`src/rtl/msrv32_lsu_ctrl_if.sv`:
```
// msrv32_lsu_ctrl_if: data-memory req/ack bus between the LSU controller (master) and memory (slave).
interface msrv32_lsu_ctrl_if;
    logic        dmem_req_out;
    logic        dmem_we_out;
    logic [31:0] dmem_addr_out;
    logic [31:0] dmem_wdata_out;
    logic [3:0]  dmem_wmask_out;
    logic        dmem_ack_in;
    logic [31:0] dmem_rdata_in;
    modport master (
        output dmem_req_out, dmem_we_out, dmem_addr_out, dmem_wdata_out, dmem_wmask_out,
        input  dmem_ack_in, dmem_rdata_in
    );
    modport slave (
        input  dmem_req_out, dmem_we_out, dmem_addr_out, dmem_wdata_out, dmem_wmask_out,
        output dmem_ack_in, dmem_rdata_in
    );
endinterface

```
`src/rtl/msrv32_lsu_ctrl.sv`:
```
// msrv32_lsu_ctrl: load/store controller issuing one req/ack data-memory access at a time.
module msrv32_lsu_ctrl #(
  parameter int unsigned TIMEOUT_CYCLES = 255
) (
  input  logic              ms_riscv32_mp_clk_in,
  input  logic              ms_riscv32_mp_rst_n_in,
  input  logic              ls_valid_in,
  input  logic              ls_is_store_in,
  input  logic              flush_in,
  input  logic [31:0]       addr_in,
  input  logic [31:0]       store_data_in,
  input  logic [1:0]        load_size_in,
  input  logic              load_unsigned_in,
  msrv32_lsu_ctrl_if.master dmem,
  output logic [31:0]       load_data_out,
  output logic              load_valid_out,
  output logic              done_out,
  output logic              stall_out,
  output logic              misaligned_out,
  output logic              timeout_out
);
  typedef enum logic [1:0] {IDLE, REQ, DONE} state_t;
  state_t      state_q, state_d;
  logic [31:0] addr_q, addr_d, wdata_q, wdata_d, load_data_q, load_data_d;
  logic [3:0]  wmask_q, wmask_d;
  logic [1:0]  size_q, size_d, off_q, off_d;
  logic        we_q, we_d, uns_q, uns_d, flushed_q, flushed_d, misaligned_q, misaligned_d;
  logic        misaligned, accept, ack, expire;
  logic [31:0] st_data, w, ext;
  logic [3:0]  st_mask;
  assign misaligned = (load_size_in == 2'b01 && addr_in[0]) || (load_size_in[1] && addr_in[1:0] != 2'b00);
  assign accept     = state_q == IDLE && ls_valid_in && !flush_in && !misaligned;
  assign ack        = state_q == REQ && dmem.dmem_ack_in;
  assign st_data    = load_size_in == 2'b00 ? {4{store_data_in[7:0]}} :
                      load_size_in == 2'b01 ? {2{store_data_in[15:0]}} : store_data_in;
  assign st_mask    = !ls_is_store_in       ? 4'b0000 :
                      load_size_in == 2'b00 ? 4'b0001 << addr_in[1:0] :
                      load_size_in == 2'b01 ? 4'b0011 << addr_in[1:0] : 4'b1111;
  assign w          = dmem.dmem_rdata_in >> {off_q, 3'b000};
  assign ext        = size_q == 2'b00 ? {{24{!uns_q && w[7]}}, w[7:0]} :
                      size_q == 2'b01 ? {{16{!uns_q && w[15]}}, w[15:0]} : w;
  always_comb begin
    state_d      = accept ? REQ : ack ? DONE : expire ? IDLE : state_q == DONE ? IDLE : state_q;
    addr_d       = accept ? {addr_in[31:2], 2'b00} : addr_q;
    we_d         = accept ? ls_is_store_in : we_q;
    wdata_d      = accept ? (ls_is_store_in ? st_data : 32'h0) : wdata_q;
    wmask_d      = accept ? st_mask : wmask_q;
    size_d       = accept ? load_size_in : size_q;
    uns_d        = accept ? load_unsigned_in : uns_q;
    off_d        = accept ? addr_in[1:0] : off_q;
    flushed_d    = state_d == IDLE ? 1'b0 : flushed_q || (state_q == REQ && flush_in);
    load_data_d  = ack && !we_q && !flushed_d ? ext : load_data_q;
    misaligned_d = state_q == IDLE && ls_valid_in && !flush_in && misaligned;
  end
  always_ff @(posedge ms_riscv32_mp_clk_in) begin
    if (!ms_riscv32_mp_rst_n_in) begin
      state_q      <= IDLE;
      addr_q       <= '0;
      we_q         <= 1'b0;
      wdata_q      <= '0;
      wmask_q      <= '0;
      size_q       <= '0;
      uns_q        <= 1'b0;
      off_q        <= '0;
      flushed_q    <= 1'b0;
      load_data_q  <= '0;
      misaligned_q <= 1'b0;
    end else begin
      state_q      <= state_d;
      addr_q       <= addr_d;
      we_q         <= we_d;
      wdata_q      <= wdata_d;
      wmask_q      <= wmask_d;
      size_q       <= size_d;
      uns_q        <= uns_d;
      off_q        <= off_d;
      flushed_q    <= flushed_d;
      load_data_q  <= load_data_d;
      misaligned_q <= misaligned_d;
    end
  end
`ifdef LSU_TIMEOUT_EN
  localparam int CW = $clog2(TIMEOUT_CYCLES + 1) < 8 ? 8 : $clog2(TIMEOUT_CYCLES + 1);
  logic [CW-1:0] cnt_q, cnt_d;
  logic          timeout_q;
  assign expire = state_q == REQ && !dmem.dmem_ack_in && cnt_q == CW'(TIMEOUT_CYCLES - 1);
  assign cnt_d  = accept ? '0 : state_q == REQ && !dmem.dmem_ack_in ? cnt_q + 1'b1 : cnt_q;
  always_ff @(posedge ms_riscv32_mp_clk_in) begin
    if (!ms_riscv32_mp_rst_n_in) begin
      cnt_q     <= '0;
      timeout_q <= 1'b0;
    end else begin
      cnt_q     <= cnt_d;
      timeout_q <= expire;
    end
  end
  assign timeout_out = timeout_q;
`else
  assign expire      = 1'b0;
  assign timeout_out = 1'b0;
`endif
  assign dmem.dmem_req_out   = state_q == REQ;
  assign dmem.dmem_we_out    = we_q;
  assign dmem.dmem_addr_out  = addr_q;
  assign dmem.dmem_wdata_out = wdata_q;
  assign dmem.dmem_wmask_out = wmask_q;
  assign load_data_out       = load_data_q;
  assign done_out            = state_q == DONE && !flushed_q;
  assign load_valid_out      = state_q == DONE && !flushed_q && !we_q;
  assign stall_out           = accept || state_q == REQ;
  assign misaligned_out      = misaligned_q;
endmodule

```
`src/flat_wrapper.sv`:
```
// flat-port wrapper written by rule: the top's interface ports become plain ports
module msrv32_lsu_ctrl_flat 
#(
  parameter int unsigned TIMEOUT_CYCLES = 255
)
  (ms_riscv32_mp_clk_in, ms_riscv32_mp_rst_n_in, ls_valid_in, ls_is_store_in, flush_in, addr_in, store_data_in, load_size_in, load_unsigned_in, load_data_out, load_valid_out, done_out, stall_out, misaligned_out, timeout_out, dmem_dmem_req_out, dmem_dmem_we_out, dmem_dmem_addr_out, dmem_dmem_wdata_out, dmem_dmem_wmask_out, dmem_dmem_ack_in, dmem_dmem_rdata_in);
  msrv32_lsu_ctrl_if dmem_i ();
  input  logic ms_riscv32_mp_clk_in;
  input  logic ms_riscv32_mp_rst_n_in;
  input  logic ls_valid_in;
  input  logic ls_is_store_in;
  input  logic flush_in;
  input  logic [31:0] addr_in;
  input  logic [31:0] store_data_in;
  input  logic [1:0] load_size_in;
  input  logic load_unsigned_in;
  output logic [31:0] load_data_out;
  output logic load_valid_out;
  output logic done_out;
  output logic stall_out;
  output logic misaligned_out;
  output logic timeout_out;
  output wire logic [$bits(dmem_i.dmem_req_out)-1:0] dmem_dmem_req_out;
  output wire logic [$bits(dmem_i.dmem_we_out)-1:0] dmem_dmem_we_out;
  output wire logic [$bits(dmem_i.dmem_addr_out)-1:0] dmem_dmem_addr_out;
  output wire logic [$bits(dmem_i.dmem_wdata_out)-1:0] dmem_dmem_wdata_out;
  output wire logic [$bits(dmem_i.dmem_wmask_out)-1:0] dmem_dmem_wmask_out;
  input wire logic [$bits(dmem_i.dmem_ack_in)-1:0] dmem_dmem_ack_in;
  input wire logic [$bits(dmem_i.dmem_rdata_in)-1:0] dmem_dmem_rdata_in;
  assign dmem_dmem_req_out = dmem_i.dmem_req_out;
  assign dmem_dmem_we_out = dmem_i.dmem_we_out;
  assign dmem_dmem_addr_out = dmem_i.dmem_addr_out;
  assign dmem_dmem_wdata_out = dmem_i.dmem_wdata_out;
  assign dmem_dmem_wmask_out = dmem_i.dmem_wmask_out;
  assign dmem_i.dmem_ack_in = dmem_dmem_ack_in;
  assign dmem_i.dmem_rdata_in = dmem_dmem_rdata_in;
  msrv32_lsu_ctrl #(.TIMEOUT_CYCLES(TIMEOUT_CYCLES)) u_core (.ms_riscv32_mp_clk_in(ms_riscv32_mp_clk_in), .ms_riscv32_mp_rst_n_in(ms_riscv32_mp_rst_n_in), .ls_valid_in(ls_valid_in), .ls_is_store_in(ls_is_store_in), .flush_in(flush_in), .addr_in(addr_in), .store_data_in(store_data_in), .load_size_in(load_size_in), .load_unsigned_in(load_unsigned_in), .dmem(dmem_i), .load_data_out(load_data_out), .load_valid_out(load_valid_out), .done_out(done_out), .stall_out(stall_out), .misaligned_out(misaligned_out), .timeout_out(timeout_out));
endmodule
```
`config.mk`:
```
export PLATFORM = sky130hd
export DESIGN_NAME = msrv32_lsu_ctrl_flat
export DESIGN_NICKNAME = d
export VERILOG_FILES = /design/src/rtl/msrv32_lsu_ctrl_if.sv /design/src/rtl/msrv32_lsu_ctrl.sv /design/src/flat_wrapper.sv
export SDC_FILE = /design/constraint.sdc
export NUM_CORES = 1
export LEC_CHECK = 0
export BUFFER_PORTS_ARGS = -buffer_cell sky130_fd_sc_hd__buf_2
export CORE_UTILIZATION = 30
export CTS_CLUSTER_SIZE = 24
export DETAILED_ROUTE_END_ITERATION = 8
export PLACE_DENSITY = 0.66
export RECOVER_POWER = 100
export SLEW_MARGIN = 20
export SYNTH_ARGS = -nofsm -noshare
export SYNTH_HDL_FRONTEND = slang
export SYNTH_SLANG_ARGS = --single-unit
```
`constraint.sdc`:
```
create_clock -name ms_riscv32_mp_clk_in -period 2.05 [get_ports ms_riscv32_mp_clk_in]
set_clock_uncertainty 0.1 [all_clocks]
set_input_delay 0.205 -clock ms_riscv32_mp_clk_in [delete_from_list [all_inputs] [get_ports ms_riscv32_mp_clk_in]]
set_output_delay 0.205 -clock ms_riscv32_mp_clk_in [all_outputs]
set_load 0.05 [all_outputs]
```
==> results of run 1 <==
## kinds of logic after synthesis
| group | share of synthesized area |
|---|---|
| and+or+nand+nor | 0.156 |
| AOI/OAI and AO/OA | 0.244 |
| DFF | 0.405 |
| muxes | 0.126 |
| buffers and inverters | 0.0584 |
| adders and majority gates | 0.00938 |
| other | 0.000703 |
## stage by stage
stage               setup slack (ps)  area (um^2)  hold slack [ps]
floorplan                       77.2         5350              243
global placement                 266         6620              346
detailed placement               216         6620              351
CTS                             64.6         7200             1.41
global route                    11.8         6980             13.9
finish                          84.3         6980             12.8
## registers in the layout (all words and copies together), names as in the netlist
signal,flops
u_core.dmem.dmem_addr_out,30
u_core.dmem.dmem_wdata_out,32
u_core.dmem.dmem_we_out,1
u_core.dmem.dmem_wmask_out,4
u_core.flushed_q,1
u_core.load_data_out,32
u_core.misaligned_out,1
u_core.off_q,2
u_core.size_q,2
u_core.state_q,2
u_core.uns_q,1
## power breakdown
group,switching [W],total (W),internal [W]
combinational,0.000567,0.000881,0.000314
sequential,0.0000343,0.00219,0.00215
clock,0.000798,0.00178,0.000982
## cells in the final DEF, fill, tap and decap left out, types with 13 or more instances in the layout
| cell type | Yosys | routed |
|---|---|---|
| dfxtp_1 | 108 | 108 |
| nand2_1 | 103 | 103 |
| buf_2 | 15 | 103 |
| clkbuf_1 | 32 | 102 |
| a21boi_0 | 65 | 65 |
| mux2i_1 | 46 | 46 |
| nand3_1 | 32 | 32 |
| o21ai_0 | 26 | 30 |
| dlygate4sd3_1 | 0 | 28 |
| a21oi_1 | 19 | 26 |
| nor2_1 | 20 | 20 |
| buf_4 | 7 | 19 |
| o211ai_1 | 8 | 18 |
| mux2_2 | 17 | 17 |
| o21ai_1 | 17 | 13 |
## repair_timing
| item | 4_1_cts | 5_1_grt |
|---|---|---|
| setup buffers | 0 | 0 |
| endpoints found under the hold margin | 28 | 0 |
| endpoints found under the setup margin | 1 | 1 |
| pin swaps | 0 | 0 |
| gates resized for setup | 1 | 2 |
| hold buffers | 28 | 0 |
## routing by layer
metal	GRT usage	vias to the layer above	wire length, um
met2	0.266	198	7100
li1	-	2557	-
met3	0.0385	16	1070
met1	0.240	2321	7840
met4	0.0568	0	245
met5	0	-	0
## cell type report
class / instances / area [um^2] / area share
inverter: 4 / 15.0 / 0.00215
multi-input combinational: 441 / 2810 / 0.403
timing repair buffer: 258 / 1410 / 0.202
sequential: 108 / 2160 / 0.310
clock inverter: 4 / 48.8 / 0.00699
tap: 225 / 282 / 0.0403
clock buffer: 12 / 246 / 0.0353
## cells in the mapped netlist (8+ instances only)
cell type / instances / area, um^2
a21boi_0: 65 / 488
a21oi_1: 19 / 95.1
a21oi_2: 8 / 70.1
a22oi_1: 8 / 60.1
buf_2: 15 / 75.1
clkbuf_1: 32 / 120
dfxtp_1: 108 / 2160
mux2_2: 17 / 191
mux2i_1: 46 / 460
nand2_1: 103 / 387
nand3_1: 32 / 160
nor2_1: 20 / 75.1
nor2b_1: 12 / 75.1
nor3_1: 10 / 50.1
o211ai_1: 8 / 60.1
o211ai_2: 13 / 163
o21ai_0: 26 / 130
o21ai_1: 17 / 85.1
o31ai_1: 8 / 60.1
## worst reg2reg max path: cells and delay by family, from the launching register on
kind            cells  cell delay [ps]
simple gates        1              600
compound gates      3              490
flops               1              340
buf+inv             1              220
## worst min-delay path by stage
stage                                         startpoint                             end  slack [ps]
after global routing                          addr_in[3]    u_core.dmem.dmem_addr_out[3]          10
after floorplan                         dmem_dmem_ack_in               u_core.state_q[1]         240
after CTS                                    addr_in[25]   u_core.dmem.dmem_addr_out[25]           1
after global placement    u_core.dmem.dmem_wdata_out[15]  u_core.dmem.dmem_wdata_out[15]         350
after detailed placement  u_core.dmem.dmem_wdata_out[11]  u_core.dmem.dmem_wdata_out[11]         350
final                                         addr_in[3]    u_core.dmem.dmem_addr_out[3]          10
==> reports/results.ini, run 1 <==
[layout]
final_cells = 1052
nFillCells = 1803
drive_above_1_share = 0.208
final_core_util = 0.402
antenna_cells = 0
final_net_count = 931
area_growth_pct = 30.8

[worst_setup_path]
cp_top_family = buffers and inverters
cp-endpoint = u_core.load_data_out[19]
critPathRequiredTime_ps = 2180
ff2ff_path_depth = 5
r2r_slack_ps = 170
cp_slowest_cell = dlygate4sd3_1
cp_cell_sequence = dlygate4sd3_1 -> buf_2 -> or4b_1 -> a211o_1 -> buf_4 -> o211ai_1 -> o21ai_0
timing.rr.end = u_core.load_data_out[19]
worstSetupPathType = in2reg
cp-start-kind = primary input
worst-path-max-fanout = 24
reg2reg_from = u_core.dmem.dmem_we_out
path_depth = 7
cp-startpoint = dmem_dmem_ack_in
timing.critical_path.arrival_ps = 2090
cpPeakStageDelay_ps = 530
worstSetupEndpointType = register
crit_buf_inv = 3

[clock_network]
h-tree-depth = 3
clock_sinks = 108
cts_buffers = 9
clockRootBuffer = clkbuf_16
tritoncts = done
insertion_delay_ps = 350
path_clk_slew_ps = 70
clk_path_buf_depth = 2

[global_route]
grt_first_pass_wirelength_mm = 24.9
first_global_vias = 4684
groute.usage.overall = 0.173
grt_start_max_net_pins = 57
gr-total-overflow = 0
antenna_found_initial = 0

[sta]
slew-limit-headroom = 0.549
setup_tns_ps = 0
setup_viol = 0
fmax_ghz = 0.509
period_share = 0.959
period_needed_ps = 1970
rsz0062_at_grt = no
maxSlewViolCount = 0
worst_slew_pin_slew_ps = 679
hold_viol = 0

[routing]
ant_nets = 0
via_per_inst = 4.84
drc = 0
firstDrtPassIters = 6
drt_iter0_drc = 304
wl_mm = 16.2
num_vias = 5092
wire_per_inst_um = 15.4

[run]
cap_violations = 0

[yosys]
ys_seq_elements = 108
synth_cells = 610
ys_seq_area_frac = 0.405
synth_edf_count = 0
ys_warn_count = 0
syn_area_um2 = 5340
ys_types = 38
synth-async-reset-ratio = 0
synth_ff_type = dfxtp_1
syn_avg_cell_area_um2 = 8.75

[floorplanning]
fp.coreArea_um2 = 17400
initial_core_util = 0.307
die-area_um2 = 18300
die_x_um = 135
boundaryPins = 212
die_height_um = 135
rows = 48

[outcome]
status = finished, final reports clean

[min_path]
hold_depth = 3
hold_path.class = in2reg

[pwr]
vdd_drop_max_mv = 0.378
p_per_area_nw_per_um2 = 695
power_w = 0.00485
leakage_nw = 2.59

[placed_design]
dp.final_hpwl_mm = 11.3
dp.cells = 1008
port_buffers = 208
gp_congestion = 0.819

Power figures use the tool's default switching activity.
==> inputs of run 2 (changes only) <==
--- a/config.mk
+++ b/config.mk
@@ -11,5 +11,5 @@
 export DETAILED_ROUTE_END_ITERATION = 8
 export PLACE_DENSITY = 0.66
-export RECOVER_POWER = 100
+export RECOVER_POWER = 50
 export SLEW_MARGIN = 20
 export SYNTH_ARGS = -nofsm -noshare
==> constraint.sdc (replaced) <==
create_clock -name ms_riscv32_mp_clk_in -period 2.05 [get_ports ms_riscv32_mp_clk_in]
set_clock_uncertainty 0.1 [all_clocks]
set_input_delay 0.41 -clock ms_riscv32_mp_clk_in [delete_from_list [all_inputs] [get_ports ms_riscv32_mp_clk_in]]
set_output_delay 0.41 -clock ms_riscv32_mp_clk_in [all_outputs]
set_load 0.05 [all_outputs]
==> run 2 against run 1 <==
Net effect: first-iteration DRC count increased by 4.9%; combinational power decreased by 1%; largest cell class unchanged; sequential share of layout area increased by 0.46 points; total power decreased by 0.28%; flip-flop and latch count unchanged; core utilization decreased by 0.56 points; wire length decreased by 1.1%; global-route usage about the same; setup slack improved by 3.0 ps.
==> reports/results.ini, run 2 (synthesis gave the netlist of run 1 again) <==
[global_route]
grt_start_max_net_pins = 110  ; +93%
gr-total-overflow = 0  ; unchanged
antenna_found_initial = 0  ; unchanged
groute.usage.overall = 0.174  ; +0.000307
grt_first_pass_wirelength_mm = 24.9  ; +0.23%
first_global_vias = 4586  ; -2.1%

[placed_design]
gp_congestion = 0.807  ; -1.4%
dp.final_hpwl_mm = 11.5  ; +1.5%
port_buffers = 208  ; unchanged
dp.cells = 1014  ; +0.60%

[pwr]
power_w = 0.00484  ; -0.28%
vdd_drop_max_mv = 0.385  ; +1.8%
leakage_nw = 2.53  ; -2.6%
p_per_area_nw_per_um2 = 703  ; +1.1%

[clock_network]
cts_buffers = 9  ; unchanged
tritoncts = done
clk_path_buf_depth = 2  ; unchanged
clockRootBuffer = clkbuf_16
h-tree-depth = 3  ; unchanged
path_clk_slew_ps = 80  ; about the same
cts.hold.buffers_added = 0  ; -100%
clock_sinks = 108  ; unchanged
insertion_delay_ps = 350  ; about the same

[worst_setup_path]
worstSetupPathType = reg2out
timing.critical_path.arrival_ps = 1450  ; -640 ps
cpPeakStageDelay_ps = 320  ; -210 ps
cp_cell_sequence = nor4b_2 -> buf_4 -> o211ai_4 -> nand2_2 -> buf_6
worstSetupEndpointType = output port
reg2reg_from = u_core.size_q[1]
worst-path-max-fanout = 3  ; -88%
critPathRequiredTime_ps = 1540  ; -640 ps
cp_slowest_cell = dfxtp_1
cp-start-kind = register
cp-startpoint = u_core.state_q[0]

[routing]
ant_nets = 0  ; unchanged
firstDrtPassIters = 5  ; -1
drc = 0  ; unchanged
num_vias = 5060  ; -0.63%
drt_iter0_drc = 319  ; +4.9%
wire_per_inst_um = 15.6  ; +0.87%
via_per_inst = 4.91  ; +1.4%
wl_mm = 16.1  ; -1.1%

[run]
cap_violations = 0  ; unchanged

[sta]
worst_slew_pin_slew_ps = 683  ; +3.54 ps
maxSlewViolCount = 0  ; unchanged
slew-limit-headroom = 0.545  ; -0.00456
hold_viol = 0  ; unchanged
whs_ps = 203  ; +190 ps
fmax_ghz = 0.510  ; +0.15%
period_needed_ps = 1960  ; -2.99 ps
period_share = 0.957  ; -0.00146
setup_tns_ps = 0  ; unchanged
setup_viol = 0  ; unchanged

[layout]
final_net_count = 910  ; -2.3%
final_cell_mix = dfxtp_1, buf_2, nand2_1, clkbuf_1, a21boi_0
antenna_cells = 0  ; unchanged
final_cells = 1031  ; -2.0%
nFillCells = 1856  ; +2.9%
final_common_cell = dfxtp_1
final_core_util = 0.396  ; -0.00562
area_growth_pct = 29.0
drive_above_1_share = 0.246  ; +0.0377

[outcome]
status = finished, final reports clean

[floorplanning]
boundaryPins = 212  ; unchanged
die_height_um = 135  ; unchanged
die_x_um = 135  ; unchanged
initial_core_util = 0.307  ; unchanged
die-area_um2 = 18300  ; unchanged
rows = 48  ; unchanged
fp.coreArea_um2 = 17400  ; unchanged

[min_path]
hp-start = addr_in[23]
hold_path.class = in2reg

[run 2: changes by cell type in the layout (fill, tap and decap cells not counted), moves of 7 or more]
cell           before  now
o211ai_1           18    8
o211ai_2            2   12
a21oi_2             1    8
a21oi_1            26   19
dlygate4sd3_1      28    0
[run 2: timing repair]
item | CTS | global route
gates resized for setup | 2 | 2
setup endpoints to repair | 1 | 2
pin swaps | 1 | 0
buffers inserted | 1 | 0
[run 2: cell type report]
type	count	area [um^2]	area share
Multi-Input combinational cell	441	2900	0.421
Sequential cell	108	2160	0.314
Timing Repair Buffer	237	1230	0.179
Tap cell	225	282	0.0409
Clock buffer	11	233	0.0338
Clock inverter	5	60.1	0.00873
Inverter	4	15.0	0.00218
[run 2: worst max-delay path: cells and delay by family (launching register included)]
kind	cells	cell delay [ps]
buffers and inverters	2	330
and+or+nand+nor	2	350
DFF	1	320
AOI/OAI and AO/OA	1	90
[run 2: metal layers]
layer  global-route usage  up-vias  wire (um)
met3               0.0385       10       1060
met4               0.0518        0        138
li1                     -     2521          -
met1                0.235     2338       7520
met2                0.275      191       7340
met5                    0        -          0
[run 2: where the power goes]
part | switching [W] | internal (W)
combinational | 0.000573 | 0.000298
sequential | 0.0000332 | 0.00215
clock | 0.000820 | 0.000958
total | 0.00143 | 0.00341
[run 2: path summary, 6_finish.rpt]
path	to	slack [ps]	cells past startpoint
hold / removal	u_core.dmem.dmem_addr_out[23]	200	3
setup reg to reg	u_core.load_data_out[29]	200	4
setup / recovery	stall_out	90	5
hold reg to reg	u_core.dmem.dmem_wdata_out[9]	360	2
[run 2: per-stage QoR]
stage          worst slack [ps]  area [um^2]
6_report                   87.3         6880
5_1_grt                   -9.64         6880
4_1_cts                    27.4         7010
3_5_place_dp               31.9         6700
3_3_place_gp               64.8         6700
2_1_floorplan              30.8         5360
==> inputs of run 3 (changes only) <==
Settings changed: CTS_BUF_LIST set to sky130_fd_sc_hd__clkbuf_8, MAX_ROUTING_LAYER set to met4, PLACE_DENSITY 0.66 to not set.
==> run 3 against run 2 <==
Net effect: design area shrank 1.6%; clock-buffer cell count shrank 1; global-route usage grew 0.89 points; register-to-register slack lost 90 ps; hold slack lost 41 ps; total power shrank 11%; non-clock buffer count grew 3; maximum frequency shrank 1.5%; via count grew 0.28%; clock power shrank 31%; highest routed layer unchanged.
==> reports/results.ini, run 3 (synthesis gave the netlist of run 1 again) <==
[outcome]
status = finished, final reports clean

[floorplanning]
initial_core_util = 0.307  ; unchanged
die_height_um = 135  ; unchanged
die_x_um = 135  ; unchanged
die-area_um2 = 18300  ; unchanged
rows = 48  ; unchanged
fp.coreArea_um2 = 17400  ; unchanged
boundaryPins = 212  ; unchanged

[sta]
whs_ps = 162  ; -41.1 ps
period_needed_ps = 1990  ; +29.0 ps
slew-limit-headroom = 0.504  ; -0.0405
fmax_ghz = 0.502  ; -1.5%
hold_viol = 0  ; unchanged
worst_slew_pin_slew_ps = 744  ; +61.1 ps
setup_viol = 0  ; unchanged
period_share = 0.972  ; +0.0141
maxSlewViolCount = 0  ; unchanged
rsz0062_at_grt = yes

[pwr]
pwr-share-comb = 0.203  ; +0.023
p_per_area_nw_per_um2 = 632  ; -10%
vdd_drop_max_mv = 0.283  ; -26%
clockPowerShare = 0.285  ; -0.082
power_w = 0.00428  ; -11%
sw_frac_of_total = 0.319  ; +0.0239
p_int_w = 0.00292  ; -14%
seq_power_share = 0.512  ; +0.060
leakage_nw = 2.48  ; -1.7%
p_sw_w = 0.00136  ; -4.3%

[layout]
final_core_util = 0.390  ; -0.00649
design_area_um2 = 6770  ; -1.6%
area_growth_pct = 26.9
drive_above_1_share = 0.252  ; +0.00682
final_cell_mix = dfxtp_1, buf_2, nand2_1
final_net_count = 913  ; +0.33%
final_common_cell = dfxtp_1

[global_route]
antenna_found_initial = 1  ; +1
groute.usage.overall = 0.183  ; +0.00893
grt_start_max_net_pins = 58  ; -47%
gr-total-overflow = 0  ; unchanged
first_global_vias = 4729  ; +3.1%
grt_first_pass_wirelength_mm = 25.4  ; +2.1%

[placed_design]
dp.final_hpwl_mm = 11.8  ; +3.0%
port_buffers = 208  ; unchanged
post_dp_cell_area_um2 = 6680  ; -0.32%
gp_congestion = 0.828  ; +2.5%

[worst_setup_path]
timing.rr.end = u_core.load_data_out[0]
cpPeakStageDelay_ps = 380  ; +60 ps
worst-path-max-fanout = 4  ; +1
timing.critical_path.arrival_ps = 1480  ; +30 ps
ff2ff_path_depth = 5  ; +1
r2r_slack_ps = 110  ; -90 ps
critPathRequiredTime_ps = 1540  ; about the same
cp-start-kind = register
cp_cell_sequence = nor4b_4 -> buf_4 -> o211ai_4 -> nand2_2 -> buf_8
worstSetupEndpointType = output port
reg2reg_from = u_core.dmem.dmem_we_out
worstSetupPathType = reg2out
cp_slowest_cell = dfxtp_4

[routing]
via_per_inst = 4.91  ; about the same
firstDrtPassIters = 4  ; -1
met1_length_mm = 7.57  ; +0.69%
wire_per_inst_um = 15.9  ; +2.0%
dr_wl_met2_mm = 7.21  ; -1.9%
wl_met3_mm = 1.38  ; +30%
drc = 0  ; unchanged
routed.top_layer = met4
drt_iter0_drc = 217  ; -32%
wl_mm = 16.4  ; +2.2%
num_vias = 5074  ; +0.28%
ant_nets = 0  ; unchanged

[clock_network]
clock_sinks = 108  ; unchanged
h-tree-depth = 3  ; unchanged
clockRootBuffer = clkbuf_8
cts_buffers = 9  ; unchanged
tritoncts = done
clk_path_buf_depth = 2  ; unchanged
path_clk_slew_ps = 100  ; +20 ps
insertion_delay_ps = 380  ; +30 ps
cts.hold.buffers_added = 0  ; unchanged

[min_path]
hold_depth = 3  ; unchanged
hold_end = u_core.dmem.dmem_addr_out[7]
hp-start = addr_in[7]
hold_path.class = in2reg

[run]
cap_violations = 0  ; unchanged

## run 3: per-stage QoR
| step | worst slack [ps] | std cells | TNS, ps |
|---|---|---|---|
| 2_1_floorplan | 30.8 | 612 | 0 |
| 3_3_place_gp | -65.4 | 1014 | -463 |
| 3_5_place_dp | 13.9 | 1014 | 0 |
| 4_1_cts | 5.70 | 1032 | 0 |
| 5_1_grt | -31.5 | 1034 | -35.7 |
| 6_report | 58.3 | 1034 | 0 |
## run 3: area by class of cell
cell class	instances	area (um^2)
multi-input cells	441	2910
fillers	1864	10600
clock buffers	10	138
flip-flops and latches	108	2170
repair buffers	240	1220
inverters	4	15.0
diodes	1	2.50
clock inverters	5	30.0
well taps	225	282
## run 3: power by group through the flow
stage               registers [W]  clock network (W)  logic (W)
finish                    0.00219            0.00122   0.000871
global route              0.00220            0.00136   0.000941
CTS                       0.00219            0.00128   0.000889
detailed placement        0.00224                  0   0.000875
global placement          0.00224                  0   0.000871
floorplan                 0.00242                  0   0.000388
## run 3: what timing repair did
item / CTS / global route
pin swaps: 1 / 0
buffers inserted: 3 / 1
cloned: 0 / 0
endpoints found under the setup margin: 1 / 14
gates resized for setup: 6 / 5
## run 3: worst max path at each step
stage	start	end	slack, ps	cells after the start
6_report	u_core.state_q[0]	stall_out	60	5
5_1_grt	u_core.state_q[0]	stall_out	-30	5
4_1_cts	u_core.state_q[0]	stall_out	6	5
3_5_place_dp	flush_in	u_core.load_data_out[29]	10	6
3_3_place_gp	dmem_dmem_rdata_in[31]	u_core.load_data_out[25]	-70	5
2_1_floorplan	addr_in[0]	stall_out	30	6
## run 3: metal layers
layer	vias to the layer above	track usage
met1	2340	0.237
met5	-	-
met4	0	0.0624
met2	202	0.276
li1	2514	-
met3	18	0.0445
## run 3: critical path: cells and delay by family, from the launching register on
| kind | cells | cell delay, ps |
|---|---|---|
| buffers and inverters | 2 | 310 |
| DFF | 1 | 380 |
| AOI/OAI and AO/OA | 1 | 70 |
| and+or+nand+nor | 2 | 340 |
